==> src/rtl/load_store_unit.sv <==
`default_nettype none
// ============================================================================
// Module      : load_store_unit
// Description : RV64I memory-stage load/store unit. Drives a req/ready +
//               rvalid data-memory port and extends load data. It stalls
//               the pipeline until the access retires. Optional macro
//               LSU_MISALIGN_TRAP_EN traps misaligned accesses instead of
//               masking the address.
// Revision    : 1.0  initial release
// ============================================================================
module load_store_unit #(
  parameter int TIMEOUT = 255
) (
  input  logic        clk,
  input  logic        rst_n,
  input  logic        MemReadM,
  input  logic        MemWriteM,
  input  logic [2:0]  Funct3M,
  input  logic        FlushM,
  input  logic [63:0] ALUResultM,
  input  logic [63:0] WriteDataM,
  output logic        DMemReq,
  output logic        DMemWe,
  output logic [63:0] DMemAddr,
  output logic [63:0] DMemWData,
  output logic [7:0]  DMemBe,
  input  logic        DMemReady,
  input  logic [63:0] DMemRData,
  input  logic        DMemRValid,
  output logic [63:0] ReadDataM,
  output logic        LsuStall,
  output logic        MisalignedM,
  output logic        BusErr
);

  localparam int            CW         = (TIMEOUT < 2) ? 1 : $clog2(TIMEOUT + 1);
  localparam logic [CW-1:0] c_tmo_last = CW'((TIMEOUT == 0) ? 0 : TIMEOUT - 1);
  localparam bit            c_tmo_en   = (TIMEOUT != 0);

  typedef enum logic [1:0] {
    S_IDLE = 2'd0,
    S_REQ  = 2'd1,
    S_WAIT = 2'd2,
    S_DONE = 2'd3
  } state_t;

  state_t          r_state;
  state_t          w_next_state;
  logic [2:0]      r_off;
  logic [2:0]      r_f3;
  logic [CW-1:0]   r_cnt;

  logic [1:0]      w_size;
  logic [2:0]      w_off;
  logic [2:0]      w_mask;
  logic [2:0]      w_off_eff;
  logic [7:0]      w_be;
  logic [63:0]     w_wdata;
  logic            w_op;
  logic            w_trap;
  logic            w_launch;
  logic            w_tmo;
  logic [63:0]     w_shifted;
  logic [63:0]     w_load;

  assign w_size = Funct3M[1:0];
  assign w_off  = ALUResultM[2:0];
  assign w_op   = (MemReadM | MemWriteM) & ~FlushM;

  // Offset bits that must be zero for a naturally aligned access of this size
  always_comb begin
    w_mask = 3'b111;
    case (w_size)
      2'd0:    w_mask = 3'b000;
      2'd1:    w_mask = 3'b001;
      2'd2:    w_mask = 3'b011;
      default: w_mask = 3'b111;
    endcase
  end

  assign w_off_eff = w_off & ~w_mask;

`ifdef LSU_MISALIGN_TRAP_EN
  logic w_mis;
  assign w_mis  = |(w_off & w_mask);
  assign w_trap = w_op & w_mis;
`else
  assign w_trap = 1'b0;
`endif

  assign w_launch    = w_op & ~w_trap;
  assign MisalignedM = w_trap;

  always_comb begin
    w_be    = 8'hFF;
    w_wdata = WriteDataM;
    case (w_size)
      2'd0: begin
        w_be    = 8'h01 << w_off_eff;
        w_wdata = {8{WriteDataM[7:0]}};
      end
      2'd1: begin
        w_be    = 8'h03 << w_off_eff;
        w_wdata = {4{WriteDataM[15:0]}};
      end
      2'd2: begin
        w_be    = 8'h0F << w_off_eff;
        w_wdata = {2{WriteDataM[31:0]}};
      end
      default: begin
        w_be    = 8'hFF;
        w_wdata = WriteDataM;
      end
    endcase
  end

  assign w_shifted = DMemRData >> {r_off, 3'b000};

  always_comb begin
    w_load = w_shifted;
    case (r_f3)
      3'b000:  w_load = {{56{w_shifted[7]}},  w_shifted[7:0]};
      3'b001:  w_load = {{48{w_shifted[15]}}, w_shifted[15:0]};
      3'b010:  w_load = {{32{w_shifted[31]}}, w_shifted[31:0]};
      3'b100:  w_load = {56'd0, w_shifted[7:0]};
      3'b101:  w_load = {48'd0, w_shifted[15:0]};
      3'b110:  w_load = {32'd0, w_shifted[31:0]};
      default: w_load = w_shifted;
    endcase
  end

  // Counter runs across REQ and WAIT combined, so its last value ends the access
  assign w_tmo = c_tmo_en && (r_cnt == c_tmo_last);

  always_ff @(posedge clk or negedge rst_n) begin
    if (!rst_n) begin
      r_state <= S_IDLE;
    end else begin
      r_state <= w_next_state;
    end
  end

  always_comb begin
    w_next_state = r_state;
    LsuStall     = 1'b0;
    case (r_state)
      S_IDLE: begin
        LsuStall = w_launch;
        if (w_launch) w_next_state = S_REQ;
      end
      S_REQ: begin
        LsuStall = 1'b1;
        if (DMemReady)  w_next_state = DMemWe ? S_DONE : S_WAIT;
        else if (w_tmo) w_next_state = S_DONE;
      end
      S_WAIT: begin
        LsuStall = 1'b1;
        if (DMemRValid || w_tmo) w_next_state = S_DONE;
      end
      default: begin
        w_next_state = S_IDLE;
      end
    endcase
  end

  always_ff @(posedge clk or negedge rst_n) begin
    if (!rst_n) begin
      DMemReq   <= 1'b0;
      DMemWe    <= 1'b0;
      DMemAddr  <= 64'd0;
      DMemWData <= 64'd0;
      DMemBe    <= 8'd0;
      ReadDataM <= 64'd0;
      BusErr    <= 1'b0;
      r_off     <= 3'd0;
      r_f3      <= 3'd0;
      r_cnt     <= '0;
    end else begin
      BusErr <= 1'b0;
      case (r_state)
        S_IDLE: begin
          if (w_launch) begin
            DMemReq   <= 1'b1;
            DMemWe    <= MemWriteM;
            DMemAddr  <= {ALUResultM[63:3], 3'b000};
            DMemWData <= w_wdata;
            DMemBe    <= w_be;
            r_off     <= w_off_eff;
            r_f3      <= Funct3M;
            r_cnt     <= '0;
          end
        end
        S_REQ: begin
          r_cnt <= r_cnt + CW'(1);
          if (DMemReady) begin
            DMemReq <= 1'b0;
          end else if (w_tmo) begin
            DMemReq <= 1'b0;
            BusErr  <= 1'b1;
            if (!DMemWe) ReadDataM <= 64'd0;
          end
        end
        S_WAIT: begin
          r_cnt <= r_cnt + CW'(1);
          if (DMemRValid) begin
            ReadDataM <= w_load;
          end else if (w_tmo) begin
            BusErr    <= 1'b1;
            ReadDataM <= 64'd0;
          end
        end
        default: begin
        end
      endcase
    end
  end

endmodule
`default_nettype wire
==> config.mk <==
export PLATFORM = sky130hd
export DESIGN_NAME = load_store_unit
export DESIGN_NICKNAME = d
export VERILOG_FILES = /design/src/rtl/load_store_unit.sv
export SDC_FILE = /design/constraint.sdc
export NUM_CORES = 1
export LEC_CHECK = 0
export ABC_AREA = 1
export BUFFER_PORTS_ARGS = -buffer_cell sky130_fd_sc_hd__buf_2
export CAP_MARGIN = 10
export CORE_AREA = 2 2 156 158
export DETAILED_ROUTE_END_ITERATION = 10
export DIE_AREA = 0 0 158 160
export GPL_ROUTABILITY_DRIVEN = 0
export GPL_TIMING_DRIVEN = 1
export PLACE_DENSITY = 0.76
export SLEW_MARGIN = 20
export SYNTH_ARGS = -nofsm -noshare
export SYNTH_HDL_FRONTEND = slang
export SYNTH_SLANG_ARGS = --single-unit
==> constraint.sdc <==
create_clock -name clk -period 2.7 [get_ports clk]
set_input_delay 0.675 -clock clk [delete_from_list [all_inputs] [get_ports clk]]
set_output_delay 0.675 -clock clk [all_outputs]
set_load 0.05 [all_outputs]
==> flow_summary.json <==
{
  "netlist_top_cells_count": "nand2_1 (667), dfrtp_1 (216), o21ai_0 (108)",
  "setup_viol": 0,
  "dpl-instance-area_mm2": 0.0138,
  "synthFlopType": "dfrtp_1",
  "first_pass_iters": 6,
  "crit_buf_inv": 3,
  "syn_area_mm2": 0.0117,
  "core_area_mm2": 0.0238,
  "synth_edf_count": 0,
  "hold_violations": 0,
  "synthArstFlopShare": 1.00,
  "grtUsageTotal": 0.310,
  "cts_tree": "yes",
  "io_pins": 407,
  "die_h_um": 160,
  "vias_per_cell": 5.32,
  "post-route-min-period_ns": 2.58,
  "power.leakage_uw": 0.00836,
  "clockBufferDepth": 3,
  "cts-htree-levels": 1,
  "critPathCaptureType": "primary output",
  "cp_max_fo": 7,
  "initial_core_util": 0.490,
  "fillers": 2225,
  "worstPathRequired_ns": 2.03,
  "final_core_util": 0.617,
  "cpPeakStageDelay_ns": 0.41,
  "clk_pin_slew_ns": 0.06,
  "worst_slew_pin_slew_ns": 0.722,
  "critical_path_class": "flip-flop to primary output",
  "stdcell_area_mm2": 0.0147,
  "wl_per_cell_um": 17.5,
  "relSlewSlack": 0.516,
  "period_share": 0.956,
  "drive_above_1_share": 0.251,
  "status": "finished, final reports clean",
  "root_buffer": "clkbuf_16",
  "holdBufCountCts": 0,
  "rsz0062_at_grt": "false",
  "grt_max_degree": 73,
  "synth.most_common_cell": "nand2_1",
  "grt_pass1_wl_mm": 61.8,
  "num_rows": 57,
  "antenna_found_initial": 12,
  "drt_iter0_markers": 1238,
  "clock_skew_ns": 0.0304,
  "worstPathArrival_ns": 1.91,
  "setup_tns_ns": 0,
  "post-route-drc-count": 0,
  "syn_inst": 1586,
  "crit_slowest_cell": "dfrtp_1",
  "yosysTopAreaCellShare": 0.463,
  "crit_top_cell": "inv_1",
  "synth_cell_type_count": 39,
  "nets": 2150,
  "holdWs_ns": 0.0576,
  "cellPowerDensity_mw_per_mm2": 1470,
  "clkSinkCount": 216,
  "start_kind": "flip-flop",
  "dieWidth_um": 158,
  "cts_buffers": 24,
  "synth_area_leader_cell": "dfrtp_1",
  "ant_nets": 0,
  "path_cells": "inv_1, ha_2, inv_1, a21oi_2, clkbuf_4",
  "grt_pass1_vias": 11600,
  "crit_family": "buffers and inverters",
  "drv_slew": 0,
  "syn2layout_area_growth_pct": 25.9,
  "die-area_mm2": 0.0253,
  "peakVddDrop_mv": 1.11,
  "ys_ff_latch": 216,
  "portBuffers": 402,
  "clk_latency_ns": 0.53,
  "grt-ovfl-total": 0,
  "drt_wl_total_mm": 40.0,
  "min_path_type": "primary input to asynchronous set/reset pin",
  "yosysWarnings": 0,
  "drv_cap": 0,
  "fmax_mhz": 387,
  "ys_seq_area_frac": 0.463,
  "num_vias": 12200,
  "postSynthAreaPerCell_um2": 7.36,
  "post-dp-hpwl_mm": 29.9,
  "synth.area.top_cells": "dfrtp_1 (46%), nand2_1 (21%), o21ai_0 (4.6%)"
}
## final timing paths
| check | from | end | cells past startpoint | slack (ns) |
|---|---|---|---|---|
| max in group asynchronous | rst_n | ReadDataM[49] | 2 | 1.80 |
| hold / removal | rst_n | DMemAddr[46] | 1 | 0.06 |
| setup / recovery | r_state[0] | LsuStall | 5 | 0.12 |
| hold reg to reg | ReadDataM[51] | ReadDataM[51] | 2 | 0.47 |
| setup reg to reg | r_state[1] | ReadDataM[30] | 10 | 0.50 |
| min in group clk | ALUResultM[37] | DMemAddr[37] | 3 | 0.33 |
## what timing repair did
action,in CTS,in global routing
resized for setup,0,2
endpoints found under the hold margin,0,0
setup buffers,0,0
setup endpoints to repair,0,1
## routing by layer
metal	track usage	wire length [um]	up-vias
li1	-	-	5818
met4	0.128	1570	2
met2	0.492	18600	634
met5	0	13	-
met1	0.407	15800	5619
met3	0.0757	3990	95
## stage by stage
stage               worst slack [ns]  cells  power [uW]
floorplan                      0.204   1589       14900
global placement               0.440   2235       17900
detailed placement             0.363   2235       18100
CTS                           0.0356   2276       21600
global route                  0.0430   2283       22800
finish                         0.119   2288       21600
## flip-flops by register name (all words and copies together), names as in the netlist, 2 cells and up
name,count
r_off,3
DMemBe,8
r_cnt,8
DMemWData,64
r_f3,3
ReadDataM,64
DMemAddr,61
r_state,2
## layout make-up
type / count / area [um^2] / share of cell area
antenna: 12 / 30.0 / 0.00204
clock buffer: 31 / 657 / 0.0447
clock inverter: 10 / 168 / 0.0114
inverter: 88 / 333 / 0.0226
multi-input combinational: 1177 / 5410 / 0.368
sequential: 216 / 5410 / 0.368
tap: 324 / 405 / 0.0276
timing repair buffer: 430 / 2300 / 0.156
## logic make-up (layout without fill, tap and decap cells)
kind of cell	after synthesis	after routing	share of synthesized area
simple gates	864	864	0.296
compound gates	295	295	0.150
flops	216	216	0.463
buf+inv	196	559	0.0769
fa+ha+maj	11	11	0.0118
xor+xnor	2	2	0.00150
other cells	1	16	0.000321
mux	1	1	0.000857
## layout by cell type, fill, tap and decap left out, drive strengths merged, types with 13 or more instances in the layout
cell / netlist / routed
nand2: 674 / 674
buf: 62 / 429
dfrtp: 216 / 216
o21ai: 146 / 146
nand3: 97 / 97
inv: 87 / 87
nor2: 75 / 75
a21oi: 63 / 63
a2bb2oi: 50 / 50
clkbuf: 46 / 32
o21a: 16 / 16
nor3: 13 / 13
## worst register-to-register path, stage by stage (launching register included)
cell and delay, ns:
dfrtp_1 0.40, inv_1 0.08, ha_1 0.23, nand2_1 0.10, nor2_1 0.04, nand3_1 0.08
nand2_1 0.09, nand3_2 0.08, clkinv_1 0.57, nand2_1 0.29, nand2_1 0.08
## report_power, final
group	total [uW]	switching, uW	internal (uW)
Clock	3420	1330	2100
Sequential	5690	966	4720
Combinational	12500	9480	3000
Total	21600	11800	9820
Note: power is estimated with default switching activity, not from simulation.
